$ cat config.mk
export PLATFORM = sky130hd
export DESIGN_NAME = iram_arbiter_flat
export DESIGN_NICKNAME = d
export VERILOG_FILES = /design/src/rtl/iram_arbiter_if.sv /design/src/rtl/iram_arbiter.sv /design/src/flat_wrapper.sv
export SDC_FILE = /design/constraint.sdc
export NUM_CORES = 1
export LEC_CHECK = 0
export BUFFER_PORTS_ARGS = -buffer_cell sky130_fd_sc_hd__buf_2
export CORE_UTILIZATION = 46
export CTS_CLUSTER_DIAMETER = 120
export DETAILED_ROUTE_END_ITERATION = 10
export GPL_TIMING_DRIVEN = 0
export PLACE_DENSITY = 0.86
export SYNTH_ARGS = -nofsm -noshare
export SYNTH_HDL_FRONTEND = slang
export SYNTH_SLANG_ARGS = --single-unit
$ cat constraint.sdc
create_clock -name clock -period 4.3 [get_ports clock]
set_clock_uncertainty 0.05 [all_clocks]
set_input_delay 0 -clock clock [delete_from_list [all_inputs] [get_ports clock]]
set_output_delay 0 -clock clock [all_outputs]
set_load 0.005 [all_outputs]
$ cat src/rtl/iram_arbiter_if.sv
// Bus bundle between the internal-RAM arbiter, its three requesters and the RAM macro.
// The arbiter connects through the slave modport.
interface iram_arbiter_if #(
  parameter int unsigned ADDR_W = 8,
  parameter int unsigned DATA_W = 8
);
  logic              cpu_req, irq_req, dbg_req;
  logic              cpu_we, irq_we, dbg_we;
  logic [ADDR_W-1:0] cpu_addr, irq_addr, dbg_addr;
  logic [DATA_W-1:0] cpu_wdata, irq_wdata, dbg_wdata;
  logic              cpu_gnt, irq_gnt, dbg_gnt;
  logic              cpu_rvalid, irq_rvalid, dbg_rvalid;
  logic [DATA_W-1:0] rdata;
  logic              dbg_excl, dbg_excl_ack, cpu_stall;
  logic              ram_en, ram_we;
  logic [ADDR_W-1:0] ram_addr;
  logic [DATA_W-1:0] ram_wdata, ram_rdata;

  modport slave (
    input  cpu_req, irq_req, dbg_req, cpu_we, irq_we, dbg_we,
    input  cpu_addr, irq_addr, dbg_addr, cpu_wdata, irq_wdata, dbg_wdata,
    input  dbg_excl, ram_rdata,
    output cpu_gnt, irq_gnt, dbg_gnt, cpu_rvalid, irq_rvalid, dbg_rvalid, rdata,
    output dbg_excl_ack, cpu_stall, ram_en, ram_we, ram_addr, ram_wdata
  );

  modport master (
    output cpu_req, irq_req, dbg_req, cpu_we, irq_we, dbg_we,
    output cpu_addr, irq_addr, dbg_addr, cpu_wdata, irq_wdata, dbg_wdata,
    output dbg_excl, ram_rdata,
    input  cpu_gnt, irq_gnt, dbg_gnt, cpu_rvalid, irq_rvalid, dbg_rvalid, rdata,
    input  dbg_excl_ack, cpu_stall, ram_en, ram_we, ram_addr, ram_wdata
  );
endinterface

$ cat src/rtl/iram_arbiter.sv
// Single-port internal RAM arbiter: cpu priority with starvation override for irq/dbg,
// round-robin between the low ports, and a debug exclusive mode that stalls the cpu.
module iram_arbiter #(
  parameter int unsigned ADDR_W     = 8,
  parameter int unsigned DATA_W     = 8,
  parameter int unsigned STARVE_LIM = 4
) (
  input logic            clock,
  input logic            reset,
  iram_arbiter_if.slave  bus
);
  typedef enum logic [1:0] {StNormal, StDrain, StExcl} mode_e;

  localparam logic [3:0] Lim = 4'(STARVE_LIM);

  mode_e       mode_q;
  logic [3:0]  irq_cnt_q, dbg_cnt_q;
  logic        rr_q;
  logic        cpu_stall_q, excl_ack_q;
  logic [2:0]  tag_q;  // {dbg, irq, cpu} port whose read is returning
  logic [2:0]  gnt;    // {dbg, irq, cpu}
  logic        irq_starved, dbg_starved;
  logic        we_sel;
  logic [ADDR_W-1:0] addr_sel;
  logic [DATA_W-1:0] wdata_sel;

  assign irq_starved = bus.irq_req && (irq_cnt_q == Lim);
  assign dbg_starved = bus.dbg_req && (dbg_cnt_q == Lim);

  always_comb begin
    gnt = 3'b000;
    if (!reset) begin
      case (mode_q)
        StNormal: begin
          if (irq_starved && dbg_starved)        gnt = rr_q ? 3'b100 : 3'b010;
          else if (irq_starved)                  gnt = 3'b010;
          else if (dbg_starved)                  gnt = 3'b100;
          else if (bus.cpu_req)                  gnt = 3'b001;
          else if (bus.irq_req && bus.dbg_req)   gnt = rr_q ? 3'b100 : 3'b010;
          else if (bus.irq_req)                  gnt = 3'b010;
          else if (bus.dbg_req)                  gnt = 3'b100;
        end
        StExcl:  gnt = {bus.dbg_req, 2'b00};
        default: gnt = 3'b000;
      endcase
    end
  end

  always_comb begin
    we_sel    = 1'b0;
    addr_sel  = '0;
    wdata_sel = '0;
    if (gnt[0]) begin
      we_sel = bus.cpu_we; addr_sel = bus.cpu_addr; wdata_sel = bus.cpu_wdata;
    end else if (gnt[1]) begin
      we_sel = bus.irq_we; addr_sel = bus.irq_addr; wdata_sel = bus.irq_wdata;
    end else if (gnt[2]) begin
      we_sel = bus.dbg_we; addr_sel = bus.dbg_addr; wdata_sel = bus.dbg_wdata;
    end
  end

  assign bus.cpu_gnt      = gnt[0];
  assign bus.irq_gnt      = gnt[1];
  assign bus.dbg_gnt      = gnt[2];
  assign bus.ram_en       = |gnt;
  assign bus.ram_we       = we_sel;
  assign bus.ram_addr     = addr_sel;
  assign bus.ram_wdata    = wdata_sel;
  assign bus.rdata        = bus.ram_rdata;
  // Reset squashes a read that is returning in the reset cycle itself.
  assign bus.cpu_rvalid   = tag_q[0] & ~reset;
  assign bus.irq_rvalid   = tag_q[1] & ~reset;
  assign bus.dbg_rvalid   = tag_q[2] & ~reset;
  assign bus.cpu_stall    = cpu_stall_q;
  assign bus.dbg_excl_ack = excl_ack_q;

  always_ff @(posedge clock) begin
    if (reset) begin
      mode_q      <= StNormal;
      irq_cnt_q   <= 4'd0;
      dbg_cnt_q   <= 4'd0;
      rr_q        <= 1'b0;
      tag_q       <= 3'b000;
      cpu_stall_q <= 1'b0;
      excl_ack_q  <= 1'b0;
    end else begin
      tag_q <= we_sel ? 3'b000 : gnt;
      if (gnt[1])      rr_q <= 1'b1;
      else if (gnt[2]) rr_q <= 1'b0;

      case (mode_q)
        StNormal: begin
          irq_cnt_q <= (!bus.irq_req || gnt[1]) ? 4'd0 :
                       (irq_cnt_q == Lim) ? Lim : irq_cnt_q + 4'd1;
          dbg_cnt_q <= (!bus.dbg_req || gnt[2]) ? 4'd0 :
                       (dbg_cnt_q == Lim) ? Lim : dbg_cnt_q + 4'd1;
          if (bus.dbg_excl) begin
            mode_q      <= StDrain;
            cpu_stall_q <= 1'b1;
          end
        end
        StDrain: begin
          if (bus.dbg_excl) begin
            mode_q     <= StExcl;
            excl_ack_q <= 1'b1;
          end else begin
            mode_q      <= StNormal;
            cpu_stall_q <= 1'b0;
          end
        end
        StExcl: begin
          if (!bus.dbg_excl) begin
            mode_q      <= StNormal;
            cpu_stall_q <= 1'b0;
            excl_ack_q  <= 1'b0;
          end
        end
        default: begin
          mode_q      <= StNormal;
          cpu_stall_q <= 1'b0;
          excl_ack_q  <= 1'b0;
        end
      endcase
    end
  end
endmodule

$ cat src/flat_wrapper.sv
// flat-port wrapper written by rule: the top's interface ports become plain ports
module iram_arbiter_flat 
#(
  parameter int unsigned ADDR_W     = 8,
  parameter int unsigned DATA_W     = 8,
  parameter int unsigned STARVE_LIM = 4
)
  (clock, reset, bus_cpu_req, bus_irq_req, bus_dbg_req, bus_cpu_we, bus_irq_we, bus_dbg_we, bus_cpu_addr, bus_irq_addr, bus_dbg_addr, bus_cpu_wdata, bus_irq_wdata, bus_dbg_wdata, bus_dbg_excl, bus_ram_rdata, bus_cpu_gnt, bus_irq_gnt, bus_dbg_gnt, bus_cpu_rvalid, bus_irq_rvalid, bus_dbg_rvalid, bus_rdata, bus_dbg_excl_ack, bus_cpu_stall, bus_ram_en, bus_ram_we, bus_ram_addr, bus_ram_wdata);
  iram_arbiter_if #(.ADDR_W(ADDR_W), .DATA_W(DATA_W)) bus_i ();
  input logic clock;
  input logic reset;
  input wire logic [$bits(bus_i.cpu_req)-1:0] bus_cpu_req;
  input wire logic [$bits(bus_i.irq_req)-1:0] bus_irq_req;
  input wire logic [$bits(bus_i.dbg_req)-1:0] bus_dbg_req;
  input wire logic [$bits(bus_i.cpu_we)-1:0] bus_cpu_we;
  input wire logic [$bits(bus_i.irq_we)-1:0] bus_irq_we;
  input wire logic [$bits(bus_i.dbg_we)-1:0] bus_dbg_we;
  input wire logic [$bits(bus_i.cpu_addr)-1:0] bus_cpu_addr;
  input wire logic [$bits(bus_i.irq_addr)-1:0] bus_irq_addr;
  input wire logic [$bits(bus_i.dbg_addr)-1:0] bus_dbg_addr;
  input wire logic [$bits(bus_i.cpu_wdata)-1:0] bus_cpu_wdata;
  input wire logic [$bits(bus_i.irq_wdata)-1:0] bus_irq_wdata;
  input wire logic [$bits(bus_i.dbg_wdata)-1:0] bus_dbg_wdata;
  input wire logic [$bits(bus_i.dbg_excl)-1:0] bus_dbg_excl;
  input wire logic [$bits(bus_i.ram_rdata)-1:0] bus_ram_rdata;
  output wire logic [$bits(bus_i.cpu_gnt)-1:0] bus_cpu_gnt;
  output wire logic [$bits(bus_i.irq_gnt)-1:0] bus_irq_gnt;
  output wire logic [$bits(bus_i.dbg_gnt)-1:0] bus_dbg_gnt;
  output wire logic [$bits(bus_i.cpu_rvalid)-1:0] bus_cpu_rvalid;
  output wire logic [$bits(bus_i.irq_rvalid)-1:0] bus_irq_rvalid;
  output wire logic [$bits(bus_i.dbg_rvalid)-1:0] bus_dbg_rvalid;
  output wire logic [$bits(bus_i.rdata)-1:0] bus_rdata;
  output wire logic [$bits(bus_i.dbg_excl_ack)-1:0] bus_dbg_excl_ack;
  output wire logic [$bits(bus_i.cpu_stall)-1:0] bus_cpu_stall;
  output wire logic [$bits(bus_i.ram_en)-1:0] bus_ram_en;
  output wire logic [$bits(bus_i.ram_we)-1:0] bus_ram_we;
  output wire logic [$bits(bus_i.ram_addr)-1:0] bus_ram_addr;
  output wire logic [$bits(bus_i.ram_wdata)-1:0] bus_ram_wdata;
  assign bus_i.cpu_req = bus_cpu_req;
  assign bus_i.irq_req = bus_irq_req;
  assign bus_i.dbg_req = bus_dbg_req;
  assign bus_i.cpu_we = bus_cpu_we;
  assign bus_i.irq_we = bus_irq_we;
  assign bus_i.dbg_we = bus_dbg_we;
  assign bus_i.cpu_addr = bus_cpu_addr;
  assign bus_i.irq_addr = bus_irq_addr;
  assign bus_i.dbg_addr = bus_dbg_addr;
  assign bus_i.cpu_wdata = bus_cpu_wdata;
  assign bus_i.irq_wdata = bus_irq_wdata;
  assign bus_i.dbg_wdata = bus_dbg_wdata;
  assign bus_i.dbg_excl = bus_dbg_excl;
  assign bus_i.ram_rdata = bus_ram_rdata;
  assign bus_cpu_gnt = bus_i.cpu_gnt;
  assign bus_irq_gnt = bus_i.irq_gnt;
  assign bus_dbg_gnt = bus_i.dbg_gnt;
  assign bus_cpu_rvalid = bus_i.cpu_rvalid;
  assign bus_irq_rvalid = bus_i.irq_rvalid;
  assign bus_dbg_rvalid = bus_i.dbg_rvalid;
  assign bus_rdata = bus_i.rdata;
  assign bus_dbg_excl_ack = bus_i.dbg_excl_ack;
  assign bus_cpu_stall = bus_i.cpu_stall;
  assign bus_ram_en = bus_i.ram_en;
  assign bus_ram_we = bus_i.ram_we;
  assign bus_ram_addr = bus_i.ram_addr;
  assign bus_ram_wdata = bus_i.ram_wdata;
  iram_arbiter #(.ADDR_W(ADDR_W), .DATA_W(DATA_W), .STARVE_LIM(STARVE_LIM)) u_core (.clock(clock), .reset(reset), .bus(bus_i));
endmodule
Word-level counts from Yosys, hierarchy flattened
Cells that the tools add are included.

Flip-flop bits (word level): 16. Input port bits: 65. Output and inout port bits: 34.

Reduce and logical (&&, ||, !) cells: 16. Bitwise logic cells: 5. $add $sub $neg: 2. Equality and inequality tests: 8. Muxes and demuxes: 33.

Operators by type and width (count): $mux 8 (6); $mux 3 (9); $mux 4 (4); $add 4x1->4 const B (2); $eq 4x3->1 const B (2); $ne 2x2->1 const B (4); $mux 1 (7); $mux 2 (3); $pmux 2 s3 (1); $pmux 3 s2 (1); $logic_and 1x1->1 (4); $reduce_and 2->1 (2); $reduce_or 2->1 (2); $and 1x1->1 (3); $pmux 1 s3 (1); $reduce_and 3->1 (1); $reduce_or 3->1 (1); $eq 2x1->1 const B (1); $eq 2x2->1 const B (1); $logic_not 1->1 (2); $logic_not 2->1 (1); $logic_or 1x1->1 (2); $not 1->1 (2); $pmux 1 s2 (1); $reduce_bool 2->1 (1).

Longest topological paths before layout
Depth in word-level cells: 13. Gate-level depth with buffers: 9. Mapped depth without buffers: 8.

Worst setup path before layout
Ideal clock, no wire load.

Kind: flip-flop to flip-flop. Start point: register u_core.dbg_cnt_q[0]. End point: register u_core.irq_cnt_q[0]. Setup slack: 2.269 ns. Buffers on the path: 1. Stages on the path, launching flop included: 10. Arrival: 1.854 ns. Setup time: 0.128 ns. Required time: 4.122 ns. Cells stage by stage: dfxtp_1 inv_1 ha_1 and3b_1 maj3_2 a221o_4 inv_6 buf_12 o22a_1 nor2_1.

Longest elaborated chain between the ends: 9. Elaborated cells between the ends (all ways): 10. Those cells by class: eq/ne: 1; mux: 6; reduce/logical: 3.

RTL lines: from (decl) (RTL line iram_arbiter.sv:17) `logic [3:0] irq_cnt_q, dbg_cnt_q;`; from (signal assigned) (RTL line iram_arbiter.sv:95) `dbg_cnt_q <= (!bus.dbg_req || gnt[2]) ? 4'd0 :`; $eq 4x3->1 * (RTL line iram_arbiter.sv:28) `assign dbg_starved = bus.dbg_req && (dbg_cnt_q == Lim);`; $logic_and 1x1->1 * (RTL line iram_arbiter.sv:28); $mux 3 (RTL line iram_arbiter.sv:37) `else if (dbg_starved) gnt = 3'b100;`; $mux 3 (RTL line iram_arbiter.sv:36) `else if (irq_starved) gnt = 3'b010;`; $mux 3 * (RTL line iram_arbiter.sv:35) `if (irq_starved && dbg_starved) gnt = rr_q ? 3'b100 : 3'b010;`; $pmux 3 s2 * (RTL line iram_arbiter.sv:33) `case (mode_q)`; $mux 3 * (RTL line iram_arbiter.sv:32) `if (!reset) begin`; $logic_or 1x1->1 * (RTL line iram_arbiter.sv:93) `irq_cnt_q <= (!bus.irq_req || gnt[1]) ? 4'd0 :`; $mux 4 * (RTL line iram_arbiter.sv:93); to (signal assigned) (RTL line iram_arbiter.sv:93); to (decl) (RTL line iram_arbiter.sv:17).

Every way passes the cells marked *; elsewhere a longest branch is shown, timed or not. A chain may end at the register's enable or synchronous reset.

Worst setup path in the final report
Start point: register u_core.mode_q[0]. End point: output port bus_ram_wdata[1].

Longest elaborated chain between the ends: 6. Elaborated cells between the ends (all ways): 7. Those cells by class: eq/ne: 1; mux: 5; reduce/logical: 1.

RTL lines: from (decl) (RTL line iram_arbiter.sv:16) `mode_e mode_q;`; from (signal assigned) (RTL line iram_arbiter.sv:79) `mode_q <= StNormal;`; from (signal assigned) (RTL line iram_arbiter.sv:98) `mode_q <= StDrain;`; from (signal assigned) (RTL line iram_arbiter.sv:104) `mode_q <= StExcl;`; $eq 2x2->1 or $logic_not 2->1 (tied branches) (RTL line iram_arbiter.sv:33); $pmux 3 s2 * (RTL line iram_arbiter.sv:33); $mux 3 * (RTL line iram_arbiter.sv:32); $mux 8 (RTL line iram_arbiter.sv:57) `end else if (gnt[2]) begin`; $mux 8 (RTL line iram_arbiter.sv:55) `end else if (gnt[1]) begin`; $mux 8 * (RTL line iram_arbiter.sv:53) `if (gnt[0]) begin`; to (decl) (RTL line flat_wrapper.sv:38) `output wire logic [$bits(bus_i.ram_wdata)-1:0] bus_ram_wdata;`.

Marks and branches as above.

==> results.yml <==
floorplanning:
  rows: 20
  core_um2: 3100
  start_util_pct: 49.0
  io_pins: 99
  die_y_um: 59.5
  die-area_um2: 3540
  die_x_um: 59.5
setup_path:
  crit_required_ps: 4250
  crit_family: "compound AO/OA/AOI/OAI gates"
  r2r_end: "u_core.irq_cnt_q[0]$_SDFFE_PP0P_"
  path_class: "flip-flop to output port"
  worst_path_max_delay_cell: "dfxtp_1"
  path_cells: "inv_1, ha_1, clkbuf_1, nand4b_1, a2bb2oi_1, a32o_2, nand2_4, buf_12, o21ai_2, buf_2"
  setup.worst_path.end: "bus_ram_wdata[1]"
  crit_cells: 10
  worst_setup_path_start_kind: "flip-flop"
  path_buf_inv: 4
  reg2reg_slack_ps: 2070
  end_kind: "output port"
  r2r-start: "u_core.dbg_cnt_q[0]$_SDFFE_PP0P_"
  cp-startpoint: "u_core.mode_q[0]$_SDFFE_PP0P_"
  crit_path_max_fanout: 10
  max_stage_delay_ps: 340
  arrival_ps: 2500
  reg2reg_depth: 9
yosys:
  synth.area.top_cells: "dfxtp_1, o21ai_2, a22oi_1"
  ys_types: 50
  synth_top_area_share_pct: 21.1
  netlist_area_um2: 1520
  yosysTopAreaCell: "dfxtp_1"
  synthCells: 182
  synthArstFlopShare_pct: 0
  syn_nets: 254
  synth_edf_count: 0
  synth_most_common_cell: "nand2_1"
  synthTopCellsByCount: "nand2_1, dfxtp_1, o21ai_2"
  synth-seq-cells: 16
  synth_ff_type: "dfxtp_1"
  seq_area_frac_synth_pct: 21.1
  synth_area_per_cell_um2: 8.35
  yosys_warnings: 0
clock_network:
  cts.sinks: 16
  clk_latency_ps: 300
  postCtsSetupBuffers: 0
  cts_tree: "built"
  ctsHtreeMaxLevel: 1
  cts_hold_buffers: 5
  cts_resized: 0
  path_clk_slew_ps: 100
  clockBufferDepth: 2
  cts_made_buffers: 3
  root_buffer: "clkbuf_4"
route:
  drtIter0Drc: 53
  wl_um: 4080
  drtPass1Iterations: 4
  via_per_inst: 5.20
  drt.antenna.violating_nets: 0
  wire_per_inst_um: 12.6
  via_count: 1686
  drc: 0
sta:
  slew_headroom_pct: 66.4
  max_freq_ghz: 0.392
  rsz0062_at_grt: "no"
  period_share_pct: 59.4
  setup_viol_count_final: 0
  slew_viol_final: 0
  worst_pin_slew_ps: 503
  period_minus_slack_ps: 2550
  setup_tns_ps: 0
  final.setup.worst_slack_ps: 1750
  finalHoldViolations: 0
global_routing:
  grt_pass1_vias: 1616
  grtUsageMet2_pct: 43.5
  grtUsageMet1_pct: 26.1
  grt_pass1_wl_um: 6410
  grt-ovfl-total: 0
  met3_usage_pct: 2.84
  grt_max_degree: 11
  antenna_found_initial: 0
  grt.busiest_layer: "met2"
  grt_usage_pct: 23.4
placed_design:
  portBuffers: 89
  pre_cts_ws_ps: 2080
  gp_congestion: 0.831
  dp_hpwl_um: 3210
finish:
  diodes: 0
  multiInputGateArea_um2: 983
  drive_gt1_share_pct: 48.9
  nFillCells: 298
  fin_nets: 353
  syn_to_final_growth_pct: 38.6
  seqCellArea_um2: 320
outcome:
  outcome: "completed"
power_and_ir_drop:
  p_int_mw: 0.299
  power.total_mw: 0.451
  leakage_nw: 1.05
  vdd_drop_max_mv: 0.0931
  power_frac_clock_pct: 23.5
  p_per_area_nw_per_um2: 214
  power.switching_mw: 0.152
  sequentialPowerShare_pct: 35.9
  switching_share_pct: 33.7
  p_comb_share_pct: 40.6
worst_hold_path:
  worst_hold_path_type: "primary input to flip-flop"
job:
  maxCapViolCount: 0
==> tightest hold or removal path, delay by kind of cell <==
family,cells,cell delay (ps)
buffers and inverters,1,80
AO/OA/AOI/OAI,2,260
==> kinds of logic after synthesis <==
kind of cell / Yosys count / synth area share (%)
buf+inv: 31 / 14.2
fa+ha+maj: 8 / 6.50
simple gates: 65 / 24.0
mux: 3 / 1.98
flops: 16 / 21.1
compound gates: 59 / 32.2
==> metrics by stage <==
stage	utilization (%)	instance area, um^2	hold WS [ps]	std cells
floorplan	-	1520	-19.8	182
global placement	65.1	2020	116	315
detailed placement	65.1	2020	117	315
CTS	67.9	2110	32.4	324
global route	67.9	2110	59.3	324
finish	67.9	2110	39.7	324
==> routing by layer <==
metal | part of all wire, % | up-vias
li1 | - | 861
met1 | 41 | 760
met2 | 52 | 59
met3 | 4.9 | 6
met4 | 1.4 | 0
met5 | 0 | -
==> final cells by class <==
type	count	share of cell area (%)
multi-input combinational	135	46.7
timing repair buffer	94	23.5
sequential	16	15.2
buffer	19	7.90
tap	44	2.61
inverter	12	2.38
clock buffer	4	1.72
==> power by group through the flow <==
stage | combinational, mW | sequential (mW) | clock [mW]
floorplan | 0.111 | 0.164 | 0
global placement | 0.174 | 0.165 | 0
detailed placement | 0.179 | 0.165 | 0
CTS | 0.183 | 0.162 | 0.107
global route | 0.200 | 0.163 | 0.112
finish | 0.183 | 0.162 | 0.106
==> state kept, by name, summed over array words and instances, names as in the netlist <==
register,cells
u_core.tag_q,3
u_core.dbg_cnt_q,4
u_core.mode_q,2
u_core.bus.dbg_excl_ack,1
u_core.rr_q,1
u_core.bus.cpu_stall,1
u_core.irq_cnt_q,4
==> how the worst min path moves through the flow <==
stage,start,endpoint,slack [ps],cells past startpoint
final,bus_dbg_we,u_core.tag_q[2]$_SDFF_PP0_,40,3
after global routing,bus_dbg_req,u_core.rr_q$_SDFFE_PP0P_,60,3
after CTS,bus_dbg_req,u_core.rr_q$_SDFFE_PP0P_,30,3
after detailed placement,bus_ram_rdata[1],bus_rdata[1],120,2
after global placement,bus_ram_rdata[4],bus_rdata[4],120,2
after floorplan,reset,bus_cpu_rvalid,-20,1
==> layout by cell type, fill, tap and decap left out, types with 3 or more instances in the layout <==
| master | synthesis | final |
|---|---|---|
| a21oi_1 | 9 | 9 |
| a22oi_1 | 12 | 12 |
| a22oi_2 | 4 | 4 |
| buf_12 | 3 | 3 |
| buf_2 | 1 | 90 |
| buf_4 | 10 | 10 |
| clkbuf_1 | 4 | 4 |
| clkbuf_4 | 0 | 3 |
| dfxtp_1 | 16 | 16 |
| dlygate4sd3_1 | 0 | 5 |
| ha_1 | 7 | 7 |
| inv_1 | 11 | 11 |
| mux2i_1 | 3 | 3 |
| nand2_1 | 19 | 19 |
| nand2b_1 | 3 | 3 |
| nand3_1 | 12 | 12 |
| nand4_1 | 3 | 3 |
| nor2_1 | 9 | 9 |
| nor2b_1 | 5 | 5 |
| o21ai_2 | 16 | 16 |
Note: power is estimated with default switching activity, not from simulation.
